<file path="config.mk">
export PLATFORM = sky130hd
export DESIGN_NAME = imem_dmem_arbiter_flat
export DESIGN_NICKNAME = d
export VERILOG_FILES = /design/src/rtl/imem_dmem_arbiter_if.sv /design/src/rtl/imem_dmem_arbiter.sv /design/src/flat_wrapper.sv
export SDC_FILE = /design/constraint.sdc
export NUM_CORES = 1
export LEC_CHECK = 0
export CAP_MARGIN = 20
export CORE_MARGIN = 4
export CORE_UTILIZATION = 30
export DETAILED_ROUTE_END_ITERATION = 10
export PLACE_DENSITY_LB_ADDON = 0.25
export SETUP_SLACK_MARGIN = 0.02
export SLEW_MARGIN = 0
export SYNTH_ARGS = -nofsm -noshare
export SYNTH_HDL_FRONTEND = slang
export SYNTH_SLANG_ARGS = --single-unit
</file>
<file path="constraint.sdc">
create_clock -name clk -period 5.4 [get_ports clk]
set_clock_uncertainty 0.05 [all_clocks]
set_input_delay 1.08 -clock clk [delete_from_list [all_inputs] [get_ports clk]]
set_output_delay 1.08 -clock clk [all_outputs]
set_load 0.005 [all_outputs]
</file>
<file path="src/rtl/imem_dmem_arbiter_if.sv">
// Bus bundle for the fetch/data arbiter: fetch port, data port and the shared
// single-port memory port.
interface imem_dmem_arbiter_if #(
    parameter int ADDR_W = 10
);
    logic              if_req;
    logic [ADDR_W-1:0] if_addr;
    logic [31:0]       if_rdata;
    logic              if_ready;

    logic              dm_req;
    logic              dm_we;
    logic [1:0]        dm_size;
    logic              dm_unsigned;
    logic [ADDR_W-1:0] dm_addr;
    logic [31:0]       dm_wdata;
    logic [31:0]       dm_rdata;
    logic              dm_ready;
    logic              dm_err;

    logic              mem_en;
    logic              mem_we;
    logic [ADDR_W-1:0] mem_addr;
    logic [31:0]       mem_wdata;
    logic [3:0]        mem_wstrb;
    logic [31:0]       mem_rdata;

    // Arbiter side.
    modport slave (
        input  if_req, if_addr, dm_req, dm_we, dm_size, dm_unsigned, dm_addr, dm_wdata, mem_rdata,
        output if_rdata, if_ready, dm_rdata, dm_ready, dm_err,
               mem_en, mem_we, mem_addr, mem_wdata, mem_wstrb
    );

    // Requesters plus memory model side.
    modport master (
        output if_req, if_addr, dm_req, dm_we, dm_size, dm_unsigned, dm_addr, dm_wdata, mem_rdata,
        input  if_rdata, if_ready, dm_rdata, dm_ready, dm_err,
               mem_en, mem_we, mem_addr, mem_wdata, mem_wstrb
    );
endinterface

</file>
<file path="src/rtl/imem_dmem_arbiter.sv">
// Arbitrates instruction fetches and data loads/stores onto one single-port
// memory; data has priority, bounded by a streak limit so fetches cannot starve.
module imem_dmem_arbiter #(
    parameter int ADDR_W        = 10,
    parameter int LAT           = 1,
    parameter int MAX_DM_STREAK = 4
) (
    input  logic               clk,
    input  logic               rst,
    imem_dmem_arbiter_if.slave bus
);
    localparam int              SW         = (MAX_DM_STREAK < 1) ? 1 : $clog2(MAX_DM_STREAK + 1);
    localparam logic [SW-1:0]   STREAK_MAX = SW'(MAX_DM_STREAK);
    localparam logic [2:0]      CNT_LAST   = 3'(LAT - 1);
    localparam logic [1:0]      SZ_BYTE    = 2'b00;
    localparam logic [1:0]      SZ_HALF    = 2'b01;

    typedef enum logic [1:0] {IDLE, ACCESS, RESP} state_t;

    state_t            state_q, state_d;
    logic              owner_q, owner_d;      // 1 = data port owns the access
    logic [ADDR_W-1:0] addr_q, addr_d;
    logic [1:0]        size_q, size_d;
    logic              uns_q, uns_d;
    logic              we_q, we_d;
    logic              err_q, err_d;
    logic [31:0]       wdata_q, wdata_d;
    logic [2:0]        cnt_q, cnt_d;
    logic [SW-1:0]     streak_q, streak_d;
    logic [31:0]       if_rdata_q, if_rdata_d;
    logic [31:0]       dm_rdata_q, dm_rdata_d;

    logic              dm_misaligned;
    logic              grant_if;
    logic              last_access;
    logic [31:0]       lane_data;
    logic [31:0]       load_val;
    logic [3:0]        strb;
    logic [31:0]       wdata_rep;

    assign dm_misaligned = ((bus.dm_size == SZ_HALF) && bus.dm_addr[0]) ||
                           (bus.dm_size[1] && (bus.dm_addr[1:0] != 2'b00));
    assign grant_if      = bus.if_req && (!bus.dm_req || (streak_q == STREAK_MAX));
    assign last_access   = (state_q == ACCESS) && (cnt_q == CNT_LAST);

    // Shifting the addressed lane down to bit 0 serves byte, half and word alike.
    assign lane_data = bus.mem_rdata >> {addr_q[1:0], 3'b000};

    always_comb begin
        load_val = lane_data;
        case (size_q)
            SZ_BYTE: load_val = {{24{~uns_q & lane_data[7]}}, lane_data[7:0]};
            SZ_HALF: load_val = {{16{~uns_q & lane_data[15]}}, lane_data[15:0]};
            default: load_val = lane_data;
        endcase
    end

    for (genvar gi = 0; gi < 4; gi++) begin : g_lane
        assign strb[gi] = (size_q == SZ_BYTE) ? (addr_q[1:0] == 2'(gi)) :
                          (size_q == SZ_HALF) ? (addr_q[1] == 1'(gi / 2)) : 1'b1;
        assign wdata_rep[8*gi +: 8] = (size_q == SZ_BYTE) ? wdata_q[7:0] :
                                      (size_q == SZ_HALF) ? wdata_q[8*(gi % 2) +: 8] :
                                                            wdata_q[8*gi +: 8];
    end

    always_comb begin
        state_d    = state_q;
        owner_d    = owner_q;
        addr_d     = addr_q;
        size_d     = size_q;
        uns_d      = uns_q;
        we_d       = we_q;
        err_d      = err_q;
        wdata_d    = wdata_q;
        cnt_d      = cnt_q;
        streak_d   = streak_q;
        if_rdata_d = if_rdata_q;
        dm_rdata_d = dm_rdata_q;
        case (state_q)
            IDLE: begin
                if (grant_if) begin
                    owner_d  = 1'b0;
                    addr_d   = bus.if_addr;
                    we_d     = 1'b0;
                    err_d    = 1'b0;
                    cnt_d    = 3'd0;
                    streak_d = '0;
                    state_d  = ACCESS;
                end else if (bus.dm_req) begin
                    owner_d  = 1'b1;
                    addr_d   = bus.dm_addr;
                    size_d   = bus.dm_size;
                    uns_d    = bus.dm_unsigned;
                    we_d     = bus.dm_we;
                    wdata_d  = bus.dm_wdata;
                    err_d    = dm_misaligned;
                    cnt_d    = 3'd0;
                    // Only streaks that actually make a fetch wait are counted.
                    if (bus.if_req)
                        streak_d = (streak_q == STREAK_MAX) ? streak_q : streak_q + SW'(1);
                    else
                        streak_d = '0;
                    state_d  = dm_misaligned ? RESP : ACCESS;
                end
            end
            ACCESS: begin
                if (cnt_q == CNT_LAST) begin
                    cnt_d   = 3'd0;
                    state_d = RESP;
                    if (!owner_q)
                        if_rdata_d = bus.mem_rdata;
                    else if (!we_q)
                        dm_rdata_d = load_val;
                end else begin
                    cnt_d = cnt_q + 3'd1;
                end
            end
            RESP:    state_d = IDLE;
            default: state_d = IDLE;
        endcase
    end

    always_ff @(posedge clk or posedge rst) begin
        if (rst) begin
            state_q    <= IDLE;
            owner_q    <= 1'b0;
            addr_q     <= '0;
            size_q     <= 2'b00;
            uns_q      <= 1'b0;
            we_q       <= 1'b0;
            err_q      <= 1'b0;
            wdata_q    <= 32'd0;
            cnt_q      <= 3'd0;
            streak_q   <= '0;
            if_rdata_q <= 32'd0;
            dm_rdata_q <= 32'd0;
        end else begin
            state_q    <= state_d;
            owner_q    <= owner_d;
            addr_q     <= addr_d;
            size_q     <= size_d;
            uns_q      <= uns_d;
            we_q       <= we_d;
            err_q      <= err_d;
            wdata_q    <= wdata_d;
            cnt_q      <= cnt_d;
            streak_q   <= streak_d;
            if_rdata_q <= if_rdata_d;
            dm_rdata_q <= dm_rdata_d;
        end
    end

    assign bus.mem_en    = (state_q == ACCESS);
    assign bus.mem_we    = last_access && we_q;
    assign bus.mem_wstrb = (last_access && we_q) ? strb : 4'b0000;
    assign bus.mem_addr  = {addr_q[ADDR_W-1:2], 2'b00};
    assign bus.mem_wdata = wdata_rep;
    assign bus.if_rdata  = if_rdata_q;
    assign bus.dm_rdata  = dm_rdata_q;
    assign bus.if_ready  = (state_q == RESP) && !owner_q;
    assign bus.dm_ready  = (state_q == RESP) && owner_q;
    assign bus.dm_err    = (state_q == RESP) && owner_q && err_q;
endmodule
</file>
<file path="src/flat_wrapper.sv">
// flat-port wrapper written by rule: the top's interface ports become plain ports
module imem_dmem_arbiter_flat 
#(
    parameter int ADDR_W        = 10,
    parameter int LAT           = 1,
    parameter int MAX_DM_STREAK = 4
)
  (clk, rst, bus_if_req, bus_if_addr, bus_dm_req, bus_dm_we, bus_dm_size, bus_dm_unsigned, bus_dm_addr, bus_dm_wdata, bus_mem_rdata, bus_if_rdata, bus_if_ready, bus_dm_rdata, bus_dm_ready, bus_dm_err, bus_mem_en, bus_mem_we, bus_mem_addr, bus_mem_wdata, bus_mem_wstrb);
  imem_dmem_arbiter_if #(.ADDR_W(ADDR_W)) bus_i ();
  input  logic clk;
  input  logic rst;
  input wire logic [$bits(bus_i.if_req)-1:0] bus_if_req;
  input wire logic [$bits(bus_i.if_addr)-1:0] bus_if_addr;
  input wire logic [$bits(bus_i.dm_req)-1:0] bus_dm_req;
  input wire logic [$bits(bus_i.dm_we)-1:0] bus_dm_we;
  input wire logic [$bits(bus_i.dm_size)-1:0] bus_dm_size;
  input wire logic [$bits(bus_i.dm_unsigned)-1:0] bus_dm_unsigned;
  input wire logic [$bits(bus_i.dm_addr)-1:0] bus_dm_addr;
  input wire logic [$bits(bus_i.dm_wdata)-1:0] bus_dm_wdata;
  input wire logic [$bits(bus_i.mem_rdata)-1:0] bus_mem_rdata;
  output wire logic [$bits(bus_i.if_rdata)-1:0] bus_if_rdata;
  output wire logic [$bits(bus_i.if_ready)-1:0] bus_if_ready;
  output wire logic [$bits(bus_i.dm_rdata)-1:0] bus_dm_rdata;
  output wire logic [$bits(bus_i.dm_ready)-1:0] bus_dm_ready;
  output wire logic [$bits(bus_i.dm_err)-1:0] bus_dm_err;
  output wire logic [$bits(bus_i.mem_en)-1:0] bus_mem_en;
  output wire logic [$bits(bus_i.mem_we)-1:0] bus_mem_we;
  output wire logic [$bits(bus_i.mem_addr)-1:0] bus_mem_addr;
  output wire logic [$bits(bus_i.mem_wdata)-1:0] bus_mem_wdata;
  output wire logic [$bits(bus_i.mem_wstrb)-1:0] bus_mem_wstrb;
  assign bus_i.if_req = bus_if_req;
  assign bus_i.if_addr = bus_if_addr;
  assign bus_i.dm_req = bus_dm_req;
  assign bus_i.dm_we = bus_dm_we;
  assign bus_i.dm_size = bus_dm_size;
  assign bus_i.dm_unsigned = bus_dm_unsigned;
  assign bus_i.dm_addr = bus_dm_addr;
  assign bus_i.dm_wdata = bus_dm_wdata;
  assign bus_i.mem_rdata = bus_mem_rdata;
  assign bus_if_rdata = bus_i.if_rdata;
  assign bus_if_ready = bus_i.if_ready;
  assign bus_dm_rdata = bus_i.dm_rdata;
  assign bus_dm_ready = bus_i.dm_ready;
  assign bus_dm_err = bus_i.dm_err;
  assign bus_mem_en = bus_i.mem_en;
  assign bus_mem_we = bus_i.mem_we;
  assign bus_mem_addr = bus_i.mem_addr;
  assign bus_mem_wdata = bus_i.mem_wdata;
  assign bus_mem_wstrb = bus_i.mem_wstrb;
  imem_dmem_arbiter #(.ADDR_W(ADDR_W), .LAT(LAT), .MAX_DM_STREAK(MAX_DM_STREAK)) u_core (.clk(clk), .rst(rst), .bus(bus_i));
endmodule
</file>
==> results.py, run 1 <==
metrics = {
    "timing": {
        "fin_tns_setup_ns": 0,
        "setup_viol": 0,
        "holdWs_ns": 0.423,
        "fmax_mhz": 254,
        "worst_pin_slew_ns": 0.951,
        "drv_slew": 0,
        "final.min_clock_period_ns": 3.94,
        "rsz0062_at_grt": "false",
        "finalCritPeriodShare_pct": 73.0,
        "slew-limit-headroom_pct": 36.5,
        "hold_viol_final": 0,
    },
    "die": {
        "rows": 51,
        "floorplan.initialDensity_pct": 30.5,
        "io_pins": 207,
        "dieArea_sq_mm": 0.0222,
        "die_w_um": 149,
        "coreArea_sq_mm": 0.0195,
        "die_h_um": 149,
    },
    "global_route": {
        "antenna_found_initial": 1,
        "grt_pass1_wl_mm": 27.2,
        "grt_max_degree": 70,
        "grt_pass1_vias": 4863,
        "overflow": 0,
        "grt_usage_pct": 15.7,
    },
    "setup_path": {
        "r2r-end": "u_core.bus.if_rdata[9]$_DFFE_PP0P_",
        "critPathCaptureType": "output pin",
        "crit_type": "reg2out",
        "slowest_stage": "nor2_2",
        "r2r_slack_ns": 3.02,
        "critPathRequiredTime_ns": 4.27,
        "crit_chain": "nor2_2 -> mux2_2 -> clkdlybuf4s50_1",
        "cp.arrival_ns": 2.81,
        "critPathMaxFanout": 19,
        "rr_startpoint": "u_core.cnt_q[0]$_DFFE_PP0P_",
        "cp_slowest_stage_delay_ns": 0.87,
        "start_kind": "register",
        "ff2ff_path_depth": 5,
    },
    "drt": {
        "vias": 4742,
        "drt_iter0_drc": 186,
        "wl_per_cell_um": 16.6,
        "drc": 0,
        "wl_mm": 17.4,
        "ant_nets": 0,
        "via_per_inst": 4.53,
        "firstDrtPassIters": 4,
    },
    "clock_network": {
        "hold_buffers": 0,
        "clk_path_buf_depth": 2,
        "cts_made_buffers": 17,
        "cts_resized": 0,
        "cts.sinks": 120,
        "cts_setup_buffers": 0,
        "cts_root_buf": "clkbuf_16",
        "clk_latency_ns": 0.40,
        "cts_tree": "built",
        "htree_levels": 4,
        "clk_pin_slew_ns": 0.05,
    },
    "pwr": {
        "ir_worst_vdd_mv": 0.251,
        "p_per_area_mw_per_mm2": 598,
        "power_w": 0.00516,
        "p_leak_nw": 3.75,
    },
    "synthesis": {
        "synthCells": 589,
        "yosys_warnings": 0,
        "synth-edff-count": 0,
        "ys_seq_area_share_pct": 50.3,
        "synth_flop_cell": "dfrtp_1",
        "avgSynthCellArea_sq_um": 10.1,
        "ys_ff_latch": 120,
        "synth_area_sq_mm": 0.00596,
        "synthArstFlopShare_pct": 100,
        "ys_types": 43,
    },
    "final_layout": {
        "fillCellCount": 1928,
        "layout_common_cells": "clkdlybuf4s50_1, nand2_1, dfrtp_1",
        "final_common_cell": "clkdlybuf4s50_1",
        "diodes": 0,
        "drive_gt1_share_pct": 14.1,
        "area_delta_synth_final_pct": 44.7,
        "layout.nets": 865,
    },
    "hold_path": {
        "hp-start": "u_core.wdata_q[27]$_DFFE_PP0P_",
        "hold_depth": 2,
        "holdPathEnd": "u_core.wdata_q[27]$_DFFE_PP0P_",
        "min_path_type": "reg2reg",
    },
    "flow_run": {
        "max_cap_violations": 0,
    },
    "place": {
        "io_buffers": 204,
        "hpwl_mm": 12.3,
        "gp_congestion": 0.764,
    },
    "status": {
        "run_status": "finished clean",
    },
}
==> registers in the layout, indices dropped and copies added, names as in the netlist <==
register	count
u_core.err_q	1
u_core.addr_q	10
u_core.state_q	2
u_core.wdata_q	32
u_core.size_q	2
u_core.uns_q	1
u_core.streak_q	3
u_core.cnt_q	3
u_core.we_q	1
u_core.bus.if_rdata	32
u_core.owner_q	1
u_core.bus.dm_rdata	32
==> cell usage after synthesis, drive strengths merged, types with 2 or more instances <==
library cell / count / share of area [%]
dfrtp: 120 / 50
nand2b: 4 / 0.42
o21ai: 39 / 3.4
nor2b: 12 / 1.3
mux2: 56 / 11
and2: 2 / 0.21
nand3: 4 / 0.34
nand2: 133 / 8.4
xnor2: 2 / 0.29
inv: 9 / 0.57
a211oi: 8 / 1.0
a22o: 9 / 1.3
nor2: 39 / 2.5
a21oi: 44 / 4.4
buf: 41 / 5.2
ha: 4 / 0.84
clkbuf: 12 / 0.76
mux2i: 34 / 5.7
==> layout make-up <==
cell class	instances	area, sq um	share of cell area (%)
clock buffers	22	464	5.38
flip-flops and latches	120	3000	34.8
well taps	265	332	3.84
repair buffers	213	2110	24.4
clock inverters	9	100	1.16
inverters	9	36.3	0.420
multi-input cells	408	2590	30.0
==> layer usage <==
| layer | vias up | wire length, um | GRT usage (%) |
|---|---|---|---|
| met1 | 2261 | 7930 | 20.7 |
| li1 | 2340 | - | - |
| met3 | 17 | 901 | 4.16 |
| met4 | 2 | 236 | 4.58 |
| met5 | - | 8 | 0 |
| met2 | 122 | 8290 | 25.4 |
==> worst max-delay path, delay by kind of cell (launching register included) <==
kind          cells  cell delay [ns]
mux               1             0.42
buf+inv           1             0.44
flops             1             0.67
simple gates      1             0.87
==> cell families (layout without fill, tap and decap cells) <==
logic type | Yosys count | count (layout) | synth area share (%)
xor+xnor | 2 | 2 | 0.294
compound gates | 106 | 106 | 11.0
fa+ha+maj | 4 | 4 | 0.839
simple gates | 203 | 203 | 14.3
other cells | 1 | 2 | 0.0629
flops | 120 | 120 | 50.3
buf+inv | 62 | 253 | 6.50
mux | 91 | 91 | 16.7
==> worst max path at each step <==
stage | startpoint | end | cells after the start
final | u_core.size_q[0]$_DFFE_PP0P_ | bus_mem_wdata[8] | 3
after global routing | u_core.size_q[0]$_DFFE_PP0P_ | bus_mem_wdata[13] | 3
after CTS | u_core.size_q[0]$_DFFE_PP0P_ | bus_mem_wdata[13] | 3
after detailed placement | u_core.size_q[0]$_DFFE_PP0P_ | bus_mem_wdata[13] | 3
after global placement | u_core.size_q[0]$_DFFE_PP0P_ | bus_mem_wdata[12] | 3
after floorplan | rst | u_core.addr_q[0]$_DFFE_PP0P_ | 1
==> metrics by stage <==
stage                     setup slack, ns  cells  instance area (sq um)  utilization [%]
after detailed placement             1.83   1015                   8070             41.3
after CTS                            1.38   1046                   8630             44.2
after floorplan                      1.08    590                   5970                -
after global placement               1.86   1015                   8070             41.3
after global routing                 1.28   1046                   8630             44.2
final                                1.46   1046                   8630             44.2
==> where the power goes <==
part,switching [W],internal [W]
logic,0.00103,0.00141
registers,0.000298,0.00134
clock network,0.000396,0.000696
No activity file was read; power rests on OpenSTA's default activity.
==> inputs of run 2 (changes only) <==
==> constraint.sdc (replaced) <==
create_clock -name clk -period 4.01 [get_ports clk]
set_clock_uncertainty 0.05 [all_clocks]
set_input_delay 0.802 -clock clk [delete_from_list [all_inputs] [get_ports clk]]
set_output_delay 0.802 -clock clk [all_outputs]
set_load 0.005 [all_outputs]
==> run 2 against run 1 <==
Combinational power grew 38%; sequential power up 32%; via count rose by 1.6%; sequential share of layout area unchanged.
==> results.py, run 2 (synthesis results as in run 1) <==
metrics = {
    "timing": {
        "holdWs_ns": 0.420,
        "rsz0062_at_grt": "false",
        "slew-limit-headroom_pct": 34.2,
        "hold_viol_final": 0,
        "worst_pin_slew_ns": 0.985,
        "drv_slew": 0,
        "setup_viol": 0,
        "fin_tns_setup_ns": 0,
        "fmax_mhz": 315,
        "finalCritPeriodShare_pct": 79.2,
        "final.min_clock_period_ns": 3.17,
    },
    "global_route": {
        "overflow": 0,
        "antenna_found_initial": 0,
        "grt_usage_pct": 15.9,
        "grt_pass1_wl_mm": 27.4,
        "grt_max_degree": 94,
        "grt_pass1_vias": 4958,
    },
    "die": {
        "die_h_um": 149,
        "io_pins": 207,
        "dieArea_sq_mm": 0.0222,
        "rows": 51,
        "die_w_um": 149,
        "floorplan.initialDensity_pct": 30.5,
        "coreArea_sq_mm": 0.0195,
    },
    "drt": {
        "ant_nets": 0,
        "drc": 0,
        "wl_per_cell_um": 16.7,
        "vias": 4818,
        "wl_mm": 17.4,
        "drt_iter0_drc": 237,
        "via_per_inst": 4.61,
        "firstDrtPassIters": 4,
    },
    "final_layout": {
        "final_common_cell": "clkdlybuf4s50_1",
        "layout_common_cells": "clkdlybuf4s50_1, nand2_1, dfrtp_1",
        "fin_cells": 1046,
        "multiInputGateArea_sq_mm": 0.00259,
        "final_core_util_pct": 44.2,
        "layout.nets": 866,
        "drive_gt1_share_pct": 14.1,
        "fillCellCount": 1913,
        "regArea_sq_mm": 0.00300,
        "diodes": 0,
        "area_delta_synth_final_pct": 44.7,
    },
    "status": {
        "run_status": "finished clean",
    },
    "clock_network": {
        "cts_tree": "built",
        "clk_pin_slew_ns": 0.05,
        "clk_latency_ns": 0.41,
        "htree_levels": 4,
        "cts_made_buffers": 17,
        "clk_path_buf_depth": 2,
        "cts_resized": 0,
        "cts.sinks": 120,
        "cts_setup_buffers": 0,
        "hold_buffers": 0,
        "cts_root_buf": "clkbuf_16",
    },
    "flow_run": {
        "max_cap_violations": 0,
    },
    "setup_path": {
        "cp.arrival_ns": 2.32,
        "start_kind": "register",
        "critPathRequiredTime_ns": 3.16,
        "crit_type": "reg2out",
        "critPathMaxFanout": 9,
        "critPathCaptureType": "output pin",
    },
    "pwr": {
        "p_per_area_mw_per_mm2": 803,
        "power_w": 0.00693,
        "ir_worst_vdd_mv": 0.424,
        "p_leak_nw": 3.75,
    },
    "place": {
        "dp_cells": 1016,
        "hpwl_mm": 12.5,
        "io_buffers": 204,
        "gp_congestion": 0.787,
    },
    "hold_path": {
        "min_path_type": "reg2reg",
    },
}
[run 2: final cells by class]
class                           count  area share [%]
Clock inverter                     10            1.23
Sequential cell                   120            34.8
Clock buffer                       20            5.06
Timing Repair Buffer              214            24.7
Tap cell                          265            3.84
Inverter                            9           0.435
Multi-Input combinational cell    408            30.0
[run 2: path summary, 6_finish.rpt]
check / startpoint / endpoint / slack, ns / cells past startpoint
max: u_core.size_q[0]$_DFFE_PP0P_ / bus_mem_wdata[13] / 0.84 / 4
min: u_core.wdata_q[24]$_DFFE_PP0P_ / u_core.wdata_q[24]$_DFFE_PP0P_ / 0.42 / 2
max reg2reg: u_core.cnt_q[0]$_DFFE_PP0P_ / u_core.bus.if_rdata[28]$_DFFE_PP0P_ / 1.61 / 5
min reg2reg: u_core.wdata_q[24]$_DFFE_PP0P_ / u_core.wdata_q[24]$_DFFE_PP0P_ / 0.42 / 2
max in group asynchronous: rst / u_core.wdata_q[30]$_DFFE_PP0P_ / 2.23 / 3
min in group asynchronous: rst / u_core.bus.if_rdata[16]$_DFFE_PP0P_ / 0.78 / 2
[run 2: layer usage]
metal / track usage (%) / vias up / wire, um
met5: 0 / - / 0
li1: - / 2340 / -
met2: 26.0 / 143 / 8460
met1: 21.0 / 2327 / 7840
met4: 3.89 / 0 / 161
met3: 4.65 / 8 / 992
[run 2: where the power goes]
part	leakage [nW]	internal, W	total (W)	switching, W
combinational	2.03	0.00191	0.00335	0.00144
clock	0.269	0.000900	0.00143	0.000529
sequential	1.45	0.00180	0.00215	0.000355
total	3.75	0.00461	0.00693	0.00232
[run 2: per-stage QoR]
stage	worst slack, ns	cell area (sq um)
2_1_floorplan	1.69	5970
3_3_place_gp	1.16	8090
3_5_place_dp	1.10	8090
4_1_cts	0.814	8630
5_1_grt	0.725	8630
6_report	0.835	8630
[run 2: critical path, stage by stage, from the launching register on]
cell,delay [ns]
dfrtp_1,0.38
nor2_2,0.43
buf_4,0.29
mux2_2,0.35
clkdlybuf4s50_1,0.45
